[config.mk]
export PLATFORM = sky130hd
export DESIGN_NAME = header_stripper
export DESIGN_NICKNAME = d
export VERILOG_FILES = /design/src/rtl/header_stripper.sv
export SDC_FILE = /design/constraint.sdc
export NUM_CORES = 1
export LEC_CHECK = 0
export CAP_MARGIN = 30
export CORE_AREA = 2 2 310 312
export CTS_BUF_LIST = sky130_fd_sc_hd__clkbuf_8
export CTS_CLUSTER_DIAMETER = 120
export DETAILED_ROUTE_END_ITERATION = 7
export DIE_AREA = 0 0 312 314
export GPL_ROUTABILITY_DRIVEN = 0
export GPL_TIMING_DRIVEN = 0
export HOLD_SLACK_MARGIN = 0.08
export PLACE_DENSITY = 0.43
export SETUP_SLACK_MARGIN = 0.2
export SLEW_MARGIN = 15
export SYNTH_ARGS = -nofsm -noshare
export SYNTH_HDL_FRONTEND = slang
export SYNTH_SLANG_ARGS = --single-unit
[constraint.sdc]
create_clock -name clk -period 1.96 [get_ports clk]
set_input_delay 0.588 -clock clk [delete_from_list [all_inputs] [get_ports clk]]
set_output_delay 0.588 -clock clk [all_outputs]
set_load 0.02 [all_outputs]
[src/rtl/header_stripper.sv]
// Removes a fixed HEADER_SIZE-bit header from the front of each Avalon-ST packet and
// forwards the payload with sop regenerated. Define HDR_CHECK_EN to drop packets whose header mismatches.
// state   | meaning
// IDLE_ST | waiting for sop; non-sop beats discarded
// HDR_ST  | collecting header beats 1..NBEATS-1
// DATA_ST | payload pass-through
// DROP_ST | (HDR_CHECK_EN) consuming rest of a rejected packet
module header_stripper #(
    parameter int DATA_WIDTH  = 128,
    parameter int HEADER_SIZE = 256,
    parameter int CNT_WIDTH   = 16,
    parameter int EMPTY_WIDTH = (DATA_WIDTH > 8) ? $clog2(DATA_WIDTH / 8) : 1
) (
    input  logic                   clk,
    input  logic                   rst_n,
    input  logic                   data_in_valid_i,
    output logic                   data_in_ready_o,
    input  logic [DATA_WIDTH-1:0]  data_in_data_i,
    input  logic                   data_in_sop_i,
    input  logic                   data_in_eop_i,
    input  logic [EMPTY_WIDTH-1:0] data_in_empty_i,
    output logic                   data_out_valid_o,
    input  logic                   data_out_ready_i,
    output logic [DATA_WIDTH-1:0]  data_out_data_o,
    output logic                   data_out_sop_o,
    output logic                   data_out_eop_o,
    output logic [EMPTY_WIDTH-1:0] data_out_empty_o,
    input  logic [HEADER_SIZE-1:0] expected_header_i,
    output logic [HEADER_SIZE-1:0] header_out_o,
    output logic                   header_valid_o,
    output logic                   hdr_err_o,
    output logic [CNT_WIDTH-1:0]   drop_cnt_o
);
    localparam int NBEATS = HEADER_SIZE / DATA_WIDTH;
    localparam int BW     = (NBEATS > 1) ? $clog2(NBEATS) : 1;

`ifdef HDR_CHECK_EN
    typedef enum logic [1:0] {IDLE_ST, HDR_ST, DATA_ST, DROP_ST} state_t;
    logic hdr_mismatch;
`else
    typedef enum logic [1:0] {IDLE_ST, HDR_ST, DATA_ST} state_t;
    logic unused_expected;
    assign unused_expected = ^expected_header_i;
`endif

    state_t                 state_q, state_d;
    logic [BW-1:0]          beat_cntr_q, beat_cntr_d;
    logic [HEADER_SIZE-1:0] hdr_buf_q, hdr_buf_d;
    logic [HEADER_SIZE-1:0] header_q, header_d;
    logic                   hv_q, hv_d;
    logic                   err_q, err_d;
    logic                   first_q, first_d;
    logic [CNT_WIDTH-1:0]   drop_cnt_q, drop_cnt_d;
    logic [HEADER_SIZE-1:0] hdr_asm;
    logic                   hdr_take, last_beat, drop;
    int                     slot;

    always_comb begin
        state_d          = state_q;
        beat_cntr_d      = beat_cntr_q;
        hdr_buf_d        = hdr_buf_q;
        header_d         = header_q;
        hv_d             = 1'b0;
        err_d            = 1'b0;
        first_d          = first_q;
        drop             = 1'b0;
        data_in_ready_o  = 1'b1;
        data_out_valid_o = 1'b0;
        data_out_sop_o   = 1'b0;
        data_out_eop_o   = 1'b0;
        slot             = int'(beat_cntr_q);
        last_beat        = (beat_cntr_q == BW'(NBEATS - 1));
        // The last header slot always occupies the low DATA_WIDTH bits.
        hdr_asm                   = hdr_buf_q;
        hdr_asm[DATA_WIDTH-1:0]   = data_in_data_i;
`ifdef HDR_CHECK_EN
        hdr_mismatch = (hdr_asm != expected_header_i);
`endif
        hdr_take = data_in_valid_i &&
                   ((state_q == IDLE_ST && data_in_sop_i) || state_q == HDR_ST);

        if (hdr_take) begin
            hdr_buf_d[HEADER_SIZE-1 - slot*DATA_WIDTH -: DATA_WIDTH] = data_in_data_i;
            if (last_beat) begin
                header_d    = hdr_asm;
                hv_d        = 1'b1;
                beat_cntr_d = '0;
                if (data_in_eop_i) begin
                    drop    = 1'b1;
                    state_d = IDLE_ST;
                end
`ifdef HDR_CHECK_EN
                else if (hdr_mismatch) begin
                    drop    = 1'b1;
                    state_d = DROP_ST;
                end
`endif
                else begin
                    state_d = DATA_ST;
                    first_d = 1'b1;
                end
            end else if (data_in_eop_i) begin
                drop        = 1'b1;
                state_d     = IDLE_ST;
                beat_cntr_d = '0;
            end else begin
                state_d     = HDR_ST;
                beat_cntr_d = beat_cntr_q + BW'(1);
            end
        end

        if (state_q == DATA_ST) begin
            data_out_valid_o = data_in_valid_i;
            data_in_ready_o  = data_out_ready_i;
            data_out_sop_o   = first_q;
            data_out_eop_o   = data_in_eop_i;
            if (data_in_valid_i && data_out_ready_i) begin
                first_d = 1'b0;
                if (data_in_eop_i) begin
                    state_d     = IDLE_ST;
                    beat_cntr_d = '0;
                end
            end
        end
`ifdef HDR_CHECK_EN
        if (state_q == DROP_ST && data_in_valid_i && data_in_eop_i) begin
            state_d = IDLE_ST;
        end
`endif
        err_d      = drop;
        drop_cnt_d = (drop && drop_cnt_q != '1) ? drop_cnt_q + CNT_WIDTH'(1) : drop_cnt_q;
    end

    assign data_out_data_o  = data_in_data_i;
    assign data_out_empty_o = data_out_eop_o ? data_in_empty_i : '0;
    assign header_out_o     = header_q;
    assign header_valid_o   = hv_q;
    assign hdr_err_o        = err_q;
    assign drop_cnt_o       = drop_cnt_q;

    always_ff @(posedge clk or negedge rst_n) begin
        if (!rst_n) begin
            state_q     <= IDLE_ST;
            beat_cntr_q <= '0;
            hdr_buf_q   <= '0;
            header_q    <= '0;
            hv_q        <= 1'b0;
            err_q       <= 1'b0;
            first_q     <= 1'b0;
            drop_cnt_q  <= '0;
        end else begin
            state_q     <= state_d;
            beat_cntr_q <= beat_cntr_d;
            hdr_buf_q   <= hdr_buf_d;
            header_q    <= header_d;
            hv_q        <= hv_d;
            err_q       <= err_d;
            first_q     <= first_d;
            drop_cnt_q  <= drop_cnt_d;
        end
    end
endmodule

==> results.json, run 1 <==
{
  "grt_setup_unrepaired": "true",
  "path_class": "register to output pin",
  "drv_cap": 0,
  "crit_path_end_kind": "output pin",
  "crit_family": "flip-flops",
  "synthCells": 1043,
  "setup_tns_ns": -13.10,
  "clk_pin_slew_worst_paths_ns": 0.06,
  "die_x_um": 312,
  "drt-total-wl_mm": 61.7,
  "dpl.cell_count": 2858,
  "multi_input_area_um2": 5160,
  "clockBufferDepth": 3,
  "grt_pass1_wl_mm": 84.9,
  "syn2layout_area_growth_pct": 64.5,
  "ir_drop_mv": 0.660,
  "worst_pin_slew_ns": 0.624,
  "cp_max_fo": 5,
  "synth_area_um2": 16300,
  "ant_nets": 0,
  "start_util": 0.172,
  "cts_num_sinks": 406,
  "grt.total_usage": 0.119,
  "final_cell_mix": "395 x dfrtp_1, 206 x dlygate4sd2_1, 180 x buf_4, 176 x mux2_2, 150 x mux2_1",
  "postLayoutCellArea_um2": 26800,
  "crit_path_top_delay_cell": "dfrtp_2",
  "max_stage_delay_ns": 0.45,
  "overflow": 0,
  "max_freq_ghz": 0.454,
  "startpoint_type": "register",
  "dr.pass1.iters": 4,
  "finalHoldViolations": 56,
  "finalNonFillerCells": 3091,
  "ys_seq_area_frac": 0.624,
  "ys_types": 35,
  "cp.required_ns": 1.37,
  "drv_slew": 0,
  "power_leakage_nw": 13.8,
  "num-fill-cells": 9854,
  "coreArea_um2": 94400,
  "ff2ff_setup_slack_ns": -0.12,
  "status": "finished with violations",
  "setup_viol": 241,
  "arrival_ns": 1.61,
  "ys_warn_count": 0,
  "avgSynthCellArea_um2": 15.6,
  "powerDensity_nw_per_um2": 1520,
  "die_h_um": 314,
  "drc": 0,
  "cts_tree": "yes",
  "antenna_found_initial": 4,
  "regArea_um2": 10200,
  "startpoint": "state_q[0]",
  "place_hpwl_mm": 41.9,
  "final_util": 0.283,
  "hold_class": "input pin to async pin",
  "routedWlPerCell_um": 20.0,
  "whs_ns": -0.147,
  "fin_total_pwr_mw": 40.6,
  "num_io_pins": 804,
  "ys_ff_latch": 406,
  "drive_above_1_share": 0.470,
  "final.min_clock_period_ns": 2.20,
  "cts-buffers-inserted": 81,
  "num_vias": 11144,
  "dieArea_um2": 98000,
  "timing.final.ws_setup_ns": -0.243,
  "grt_max_degree": 102,
  "crit_chain": "nor2b_4 > and3_4 > buf_6",
  "synthesis.nets": 1438,
  "dpl_cell_area_um2": 23500,
  "ctsHtreeMaxLevel": 3,
  "cts_root_buffer": "clkbuf_8",
  "violations": "negative hold slack, negative setup slack",
  "rows": 113,
  "grt_pass1_vias": 12070,
  "crit_buf_inv": 1,
  "drt_iter0_drc": 290,
  "relSlewSlack": 0.584,
  "fin_skew_ns": 0.0201,
  "viasPerCell": 3.61,
  "post-route-period-util": 1.12,
  "r2r_start": "state_q[0]",
  "clock_latency_ns": 0.65,
  "final_common_cell": "dfrtp_1",
  "preCtsSetupSlack_ns": -1.70,
  "nets": 2160,
  "port_buffers": 546
}
[cell type report]
cell class	count	share of cell area
Clock inverter	42	0.00814
Sequential cell	406	0.380
Buffer	172	0.0644
Multi-Input combinational cell	461	0.193
Clock buffer	101	0.0519
Timing Repair Buffer	639	0.243
Tap cell	1265	0.0591
Antenna cell	1	0.0000935
Inverter	4	0.000561
[power breakdown]
part | leakage [nW] | total, mW | internal [mW] | switching [mW]
registers | 4.88 | 14.7 | 12.5 | 2.20
clock network | 0.937 | 8.54 | 4.76 | 3.78
logic | 7.97 | 17.3 | 8.64 | 8.70
[sequential cells by signal, summed over array words and instances (netlist names)]
name            flops
state_q             2
hdr_buf_q         128
drop_cnt_o         16
hdr_err_o           1
header_out_o      256
first_q             1
header_valid_o      1
beat_cntr_q         1
[worst register-to-register path, delay by kind of cell, from the launching register on]
family          cells  cell delay, ns
buf+inv             6            1.01
flops               1            0.45
mux                 1            0.31
compound gates      1            0.18
[logic make-up after synthesis]
| group | Yosys count | synth area share |
|---|---|---|
| AOI/OAI and AO/OA | 7 | 0.00408 |
| xor gates and xnor gates | 15 | 0.00808 |
| adders and majority gates | 1 | 0.000769 |
| buffers and inverters | 177 | 0.0755 |
| DFF | 406 | 0.624 |
| muxes | 385 | 0.266 |
| and+or+nand+nor | 52 | 0.0206 |
[Yosys cell counts (all sizes together)]
library cell    n  area, µm²
nand2           8       30.0
xor2           15        131
o211ai          2       33.8
a2bb2oi         1       8.76
o22ai           1       6.26
and2b           1       8.76
inv             4       15.0
mux2          385       4340
o21a            1       7.51
nand2b          2       20.0
ha              1       12.5
nor3            5       30.0
nor2b           1       6.26
nor3b           2       15.0
or4b            1       13.8
and4            1       10.0
nor2            3       11.3
nand3           5       25.0
o21ai           2       10.0
clkbuf          1       5.00
nor4            8       71.3
dfrtp         406      10200
or2             1       6.26
and3            6       37.5
and2            3       18.8
nand4           5       31.3
buf           172       1210
[path summary, 6_finish.rpt]
check	end	cells after the start
setup / recovery	data_out_empty_o[0]	3
hold / removal	hdr_buf_q[160]	1
setup reg to reg	header_out_o[115]	8
hold reg to reg	header_out_o[216]	1
max in group asynchronous	header_out_o[116]	3
min in group clk	hdr_buf_q[157]	2
[what timing repair did]
action                                 CTS  global route
gates cloned                            15            13
buffers inserted                        28            34
endpoints found under the hold margin   56            56
gates resized for setup                714           726
setup endpoints to repair              787           805
pin swaps                                1             2
[layer usage]
| metal | global-route usage | routed length (µm) | vias to the layer above |
|---|---|---|---|
| met4 | 0.0403 | 1210 | 0 |
| met5 | 0 | 0 | - |
| met3 | 0.0487 | 5750 | 76 |
| met2 | 0.186 | 28000 | 420 |
| li1 | - | - | 4999 |
| met1 | 0.148 | 26800 | 5649 |
Note: power is estimated with default switching activity, not from simulation.
==> inputs of run 2 (changes only) <==
--- a/config.mk
+++ b/config.mk
@@ -6,15 +6,15 @@
 export NUM_CORES = 1
 export LEC_CHECK = 0
 export CAP_MARGIN = 30
-export CORE_AREA = 2 2 310 312
-export CTS_BUF_LIST = sky130_fd_sc_hd__clkbuf_8
+export CORE_AREA = 2 2 312 314
+export CTS_BUF_LIST = sky130_fd_sc_hd__clkbuf_16
 export CTS_CLUSTER_DIAMETER = 120
 export DETAILED_ROUTE_END_ITERATION = 7
-export DIE_AREA = 0 0 312 314
+export DIE_AREA = 0 0 314 316
 export GPL_ROUTABILITY_DRIVEN = 0
-export GPL_TIMING_DRIVEN = 0
+export GPL_TIMING_DRIVEN = 1
 export HOLD_SLACK_MARGIN = 0.08
-export PLACE_DENSITY = 0.43
+export PLACE_DENSITY = 0.42
 export SETUP_SLACK_MARGIN = 0.2
 export SLEW_MARGIN = 15
 export SYNTH_ARGS = -nofsm -noshare
==> constraint.sdc (replaced) <==
create_clock -name clk -period 2.8 [get_ports clk]
set_input_delay 0.84 -clock clk [delete_from_list [all_inputs] [get_ports clk]]
set_output_delay 0.84 -clock clk [all_outputs]
set_load 0.02 [all_outputs]
==> results.json, run 2 (same netlist as run 1, synthesis figures left out) <==
{
  "drv_cap": 0,
  "dpl.cell_count": 2885,
  "grt.total_usage": 0.101,
  "hold_class": "input pin to async pin",
  "syn2layout_area_growth_pct": 55.2,
  "p_int_mw": 18.3,
  "powerDensity_nw_per_um2": 1110,
  "finalHoldViolations": 0,
  "grt_setup_unrepaired": "false",
  "routedWlPerCell_um": 17.2,
  "ctsHtreeMaxLevel": 2,
  "relSlewSlack": 0.473,
  "viasPerCell": 3.53,
  "coreArea_um2": 96000,
  "ctsHoldBuffers": 0,
  "cts_tree": "yes",
  "clk_pin_slew_worst_paths_ns": 0.06,
  "r2r_start": "drop_cnt_o[8]",
  "finalNonFillerCells": 2977,
  "final_cell_mix": "405 x dfrtp_1, 382 x clkdlybuf4s50_1, 209 x mux2_1, 176 x mux2_2, 176 x buf_4",
  "drt_iter0_drc": 329,
  "max_stage_delay_ns": 0.54,
  "startpoint_type": "input pin",
  "arrival_ns": 1.73,
  "cp.required_ns": 1.96,
  "crit_buf_inv": 2,
  "post-route-period-util": 0.919,
  "start_util": 0.169,
  "antenna_found_initial": 0,
  "drt-total-wl_mm": 51.1,
  "timing.final.ws_setup_ns": 0.227,
  "place_hpwl_mm": 39.3,
  "multi_input_area_um2": 4900,
  "setup_viol": 0,
  "r2r-end": "drop_cnt_o[9]",
  "ff2ff_setup_slack_ns": 0.91,
  "final_common_cell": "dfrtp_1",
  "cts_num_sinks": 406,
  "cp_max_fo": 2,
  "max_freq_ghz": 0.389,
  "ir_drop_mv": 0.680,
  "nets": 2057,
  "clock_latency_ns": 0.61,
  "clockBufferDepth": 3,
  "startpoint": "data_in_data_i[27]",
  "num-fill-cells": 10004,
  "grt_pass1_vias": 11562,
  "cts-buffers-inserted": 50,
  "grt_max_degree": 74,
  "whs_ns": 0.277,
  "ant_nets": 0,
  "drv_slew": 0,
  "worstRegToRegCells": 5,
  "fin_skew_ns": 0.0272,
  "overflow": 0,
  "final_util": 0.263,
  "worstSetupPathDepth": 2,
  "postLayoutCellArea_um2": 25200,
  "rows": 114,
  "dr.pass1.iters": 4,
  "die_x_um": 314,
  "drc": 0,
  "pwr-share-seq": 0.365,
  "die_h_um": 316,
  "largest_reg_flops": 256,
  "regArea_um2": 10200,
  "final.min_clock_period_ns": 2.57,
  "num_vias": 10516,
  "cts_root_buffer": "clkbuf_16",
  "drive_above_1_share": 0.274,
  "crit_chain": "clkdlybuf4s50_1 > dlygate4sd2_1",
  "crit_path_end_kind": "output pin",
  "port_buffers": 547,
  "num_io_pins": 804,
  "crit_path_top_delay_cell": "clkdlybuf4s50_1",
  "worst_pin_slew_ns": 0.791,
  "clockPowerShare": 0.223,
  "grt_pass1_wl_mm": 75.5,
  "status": "completed",
  "dpl_cell_area_um2": 23800,
  "dieArea_um2": 99200,
  "preCtsSetupSlack_ns": -0.219,
  "p_switching_mw": 9.70,
  "crit_family": "buffers and inverters",
  "switching_share": 0.346,
  "path_class": "input pin to output pin",
  "power_leakage_nw": 11.2,
  "combPwrFrac": 0.412
}
-- run 2: worst max path at each step --
| stage | end | slack [ns] |
|---|---|---|
| after global placement | data_out_empty_o[3] | -0.22 |
| after CTS | data_out_valid_o | 0.09 |
| final | data_out_data_o[27] | 0.23 |
| after detailed placement | data_out_empty_o[3] | -0.22 |
| after floorplan | data_out_empty_o[0] | 0.67 |
| after global routing | drop_cnt_o[14] | 0.20 |
-- run 2: cell type report --
| cell class | instances | area share |
|---|---|---|
| clock inverter | 40 | 0.0126 |
| timing repair buffer | 740 | 0.278 |
| antenna | 1 | 0.0000991 |
| sequential | 406 | 0.402 |
| inverter | 4 | 0.000595 |
| multi-input combinational | 460 | 0.194 |
| tap | 1276 | 0.0632 |
| clock buffer | 50 | 0.0496 |
-- run 2: per-layer routing --
metal  global-route usage  part of all wire  up-vias
met1                0.118              0.41     5297
met2                0.162              0.46      383
met5                    0                 0        -
met4               0.0331             0.023        0
met3               0.0486              0.11       60
li1                     -                 -     4776
-- run 2: worst reg2reg max path, delay by kind of cell, from the launching register on --
kind | cells | cell delay [ns]
buf+inv | 1 | 0.27
xor+xnor | 1 | 0.17
simple gates | 3 | 0.85
flops | 1 | 0.47
-- run 2: metrics by stage --
stage	total power [mW]	TNS (ns)
2_1_floorplan	15.7	0
3_3_place_gp	22.0	-6.45
3_5_place_dp	22.2	-5.46
4_1_cts	28.6	0
5_1_grt	29.7	0
6_report	28.0	0
-- run 2: power groups by stage --
stage               clock (mW)  combinational [mW]  sequential, mW
global placement             0                11.8            10.3
global route              6.79                12.3            10.6
detailed placement           0                11.8            10.4
finish                    6.25                11.5            10.2
floorplan                    0                3.35            12.4
CTS                       6.55                11.8            10.3
-- run 2: what timing repair did --
action,4_1_cts,5_1_grt
endpoints found under the setup margin,147,19
resized for setup,174,20
buffers inserted,1,0
gates cloned,0,0
==> inputs of run 3 (changes only) <==
--- a/config.mk
+++ b/config.mk
@@ -6,17 +6,17 @@
 export NUM_CORES = 1
 export LEC_CHECK = 0
 export CAP_MARGIN = 30
-export CORE_AREA = 2 2 312 314
+export CORE_AREA = 2 2 316 318
 export CTS_BUF_LIST = sky130_fd_sc_hd__clkbuf_16
 export CTS_CLUSTER_DIAMETER = 120
 export DETAILED_ROUTE_END_ITERATION = 7
-export DIE_AREA = 0 0 314 316
+export DIE_AREA = 0 0 318 320
 export GPL_ROUTABILITY_DRIVEN = 0
 export GPL_TIMING_DRIVEN = 1
 export HOLD_SLACK_MARGIN = 0.08
 export PLACE_DENSITY = 0.42
-export SETUP_SLACK_MARGIN = 0.2
-export SLEW_MARGIN = 15
+export SETUP_SLACK_MARGIN = 0.15
+export SLEW_MARGIN = 40
 export SYNTH_ARGS = -nofsm -noshare
 export SYNTH_HDL_FRONTEND = slang
 export SYNTH_SLANG_ARGS = --single-unit
==> results.json, run 3 (same netlist as run 1, synthesis figures left out) <==
{
  "clock_latency_ns": 0.61,
  "viasPerCell": 3.53,
  "dieArea_um2": 102000,
  "syn2layout_area_growth_pct": 55.9,
  "m1WireLength_mm": 20.7,
  "die_x_um": 318,
  "cp_max_fo": 2,
  "clk_pin_slew_worst_paths_ns": 0.06,
  "clockPowerShare": 0.234,
  "drc": 0,
  "drive_above_1_share": 0.274,
  "clockBufferDepth": 3,
  "dr.pass1.iters": 4,
  "num_vias": 10546,
  "highest_layer": "met4",
  "grt_pass1_wl_mm": 76.7,
  "worst_pin_slew_ns": 0.610,
  "overflow": 0,
  "final_cell_mix": "405 x dfrtp_1, 393 x clkdlybuf4s50_1, 209 x mux2_1, 176 x mux2_2, 169 x buf_4",
  "final_common_cell": "dfrtp_1",
  "dr_wl_met3_mm": 6.00,
  "cts-buffers-inserted": 51,
  "powerDensity_nw_per_um2": 1120,
  "max_freq_ghz": 0.386,
  "p_int_mw": 18.7,
  "hold_class": "input pin to async pin",
  "finalHoldViolations": 0,
  "antenna_found_initial": 1,
  "start_util": 0.166,
  "drv_slew": 0,
  "fin_skew_ns": 0.0245,
  "grt.total_usage": 0.0995,
  "die_h_um": 320,
  "largest_reg_flops": 256,
  "switching_share": 0.343,
  "cts_root_buffer": "clkbuf_16",
  "coreArea_um2": 98000,
  "max_stage_delay_ns": 0.55,
  "nets": 2054,
  "num_io_pins": 804,
  "setup_viol": 0,
  "ant_nets": 0,
  "cts_num_sinks": 406,
  "path_class": "input pin to output pin",
  "cts_tree": "yes",
  "rows": 115,
  "cp.required_ns": 1.96,
  "grt_setup_unrepaired": "true",
  "post-route-period-util": 0.926,
  "final_util": 0.259,
  "wl_met2_mm": 23.3,
  "place_hpwl_mm": 38.3,
  "power_leakage_nw": 11.2,
  "whs_ns": 0.151,
  "drt-total-wl_mm": 51.2,
  "crit_buf_inv": 2,
  "ctsHtreeMaxLevel": 2,
  "final.min_clock_period_ns": 2.59,
  "p_switching_mw": 9.76,
  "startpoint_type": "input pin",
  "grt_pass1_vias": 11689,
  "setup_tns_ns": 0,
  "crit_family": "buffers and inverters",
  "pwr-share-seq": 0.359,
  "crit_path_end_kind": "output pin",
  "ir_drop_mv": 0.516,
  "port_buffers": 547,
  "relSlewSlack": 0.590,
  "drv_cap": 0,
  "crit_path_top_delay_cell": "clkdlybuf4s50_1",
  "combPwrFrac": 0.406,
  "grt_max_degree": 66,
  "ctsHoldBuffers": 0,
  "arrival_ns": 1.75,
  "crit_chain": "clkdlybuf4s50_1 > dlygate4sd2_1",
  "drt_iter0_drc": 236,
  "num-fill-cells": 10242,
  "status": "completed",
  "routedWlPerCell_um": 17.1
}
-- run 3: changes by cell type in the layout (fill, tap and decap cells not counted), sizes merged, moves of 3 or more --
cell,previous run,this run
clkbuf,53,59
clkdlybuf4s50,382,393
clkdlybuf4s15,7,1
clkinv,26,22
inv,12,15
buf,203,192
-- run 3: per-layer routing --
metal	up-vias	track usage
met5	-	0
met4	0	0.0315
met3	70	0.0540
met2	385	0.156
met1	5322	0.115
li1	4769	-
-- run 3: what timing repair did --
| item | 4_1_cts | 5_1_grt |
|---|---|---|
| setup buffers | 1 | 0 |
| gates resized for setup | 144 | 24 |
| cloned | 0 | 1 |
| setup endpoints to repair | 138 | 19 |
-- run 3: cell type report --
cell class | instances | area (µm²) | share of cell area
Clock inverter | 41 | 364 | 0.0144
Timing Repair Buffer | 736 | 6990 | 0.276
Clock buffer | 53 | 1330 | 0.0523
Antenna cell | 1 | 2.50 | 0.0000986
Multi-Input combinational cell | 460 | 4900 | 0.193
Sequential cell | 406 | 10200 | 0.401
Tap cell | 1287 | 1610 | 0.0635
Inverter | 4 | 15.0 | 0.000592
-- run 3: path summary, 6_finish.rpt --
check | to | startpoint | slack (ns) | cells after the start
max | data_out_data_o[79] | data_in_data_i[79] | 0.21 | 2
min | header_out_o[157] | rst_n | 0.15 | 1
max reg2reg | drop_cnt_o[7] | drop_cnt_o[8] | 0.84 | 5
min reg2reg | header_out_o[219] | hdr_buf_q[219] | 0.48 | 1
max in group asynchronous | header_out_o[191] | rst_n | 1.86 | 2
min in group clk | header_out_o[219] | hdr_buf_q[219] | 0.48 | 1
-- run 3: through the flow --
step | cell area [µm²] | setup WS, ns | std cells | power, mW
5_1_grt | 25400 | 0.117 | 2987 | 30.2
3_5_place_dp | 23800 | -0.252 | 2891 | 22.2
4_1_cts | 25400 | 0.0999 | 2986 | 29.1
2_1_floorplan | 16300 | 0.671 | 1043 | 15.7
3_3_place_gp | 23800 | -0.248 | 2891 | 22.0
6_report | 25400 | 0.207 | 2988 | 28.4
-- run 3: power groups by stage --
stage | clock (mW) | combinational [mW] | sequential, mW
CTS | 6.99 | 11.8 | 10.3
finish | 6.66 | 11.5 | 10.2
floorplan | 0 | 3.35 | 12.4
global placement | 0 | 11.8 | 10.2
global route | 7.25 | 12.3 | 10.6
detailed placement | 0 | 11.8 | 10.4
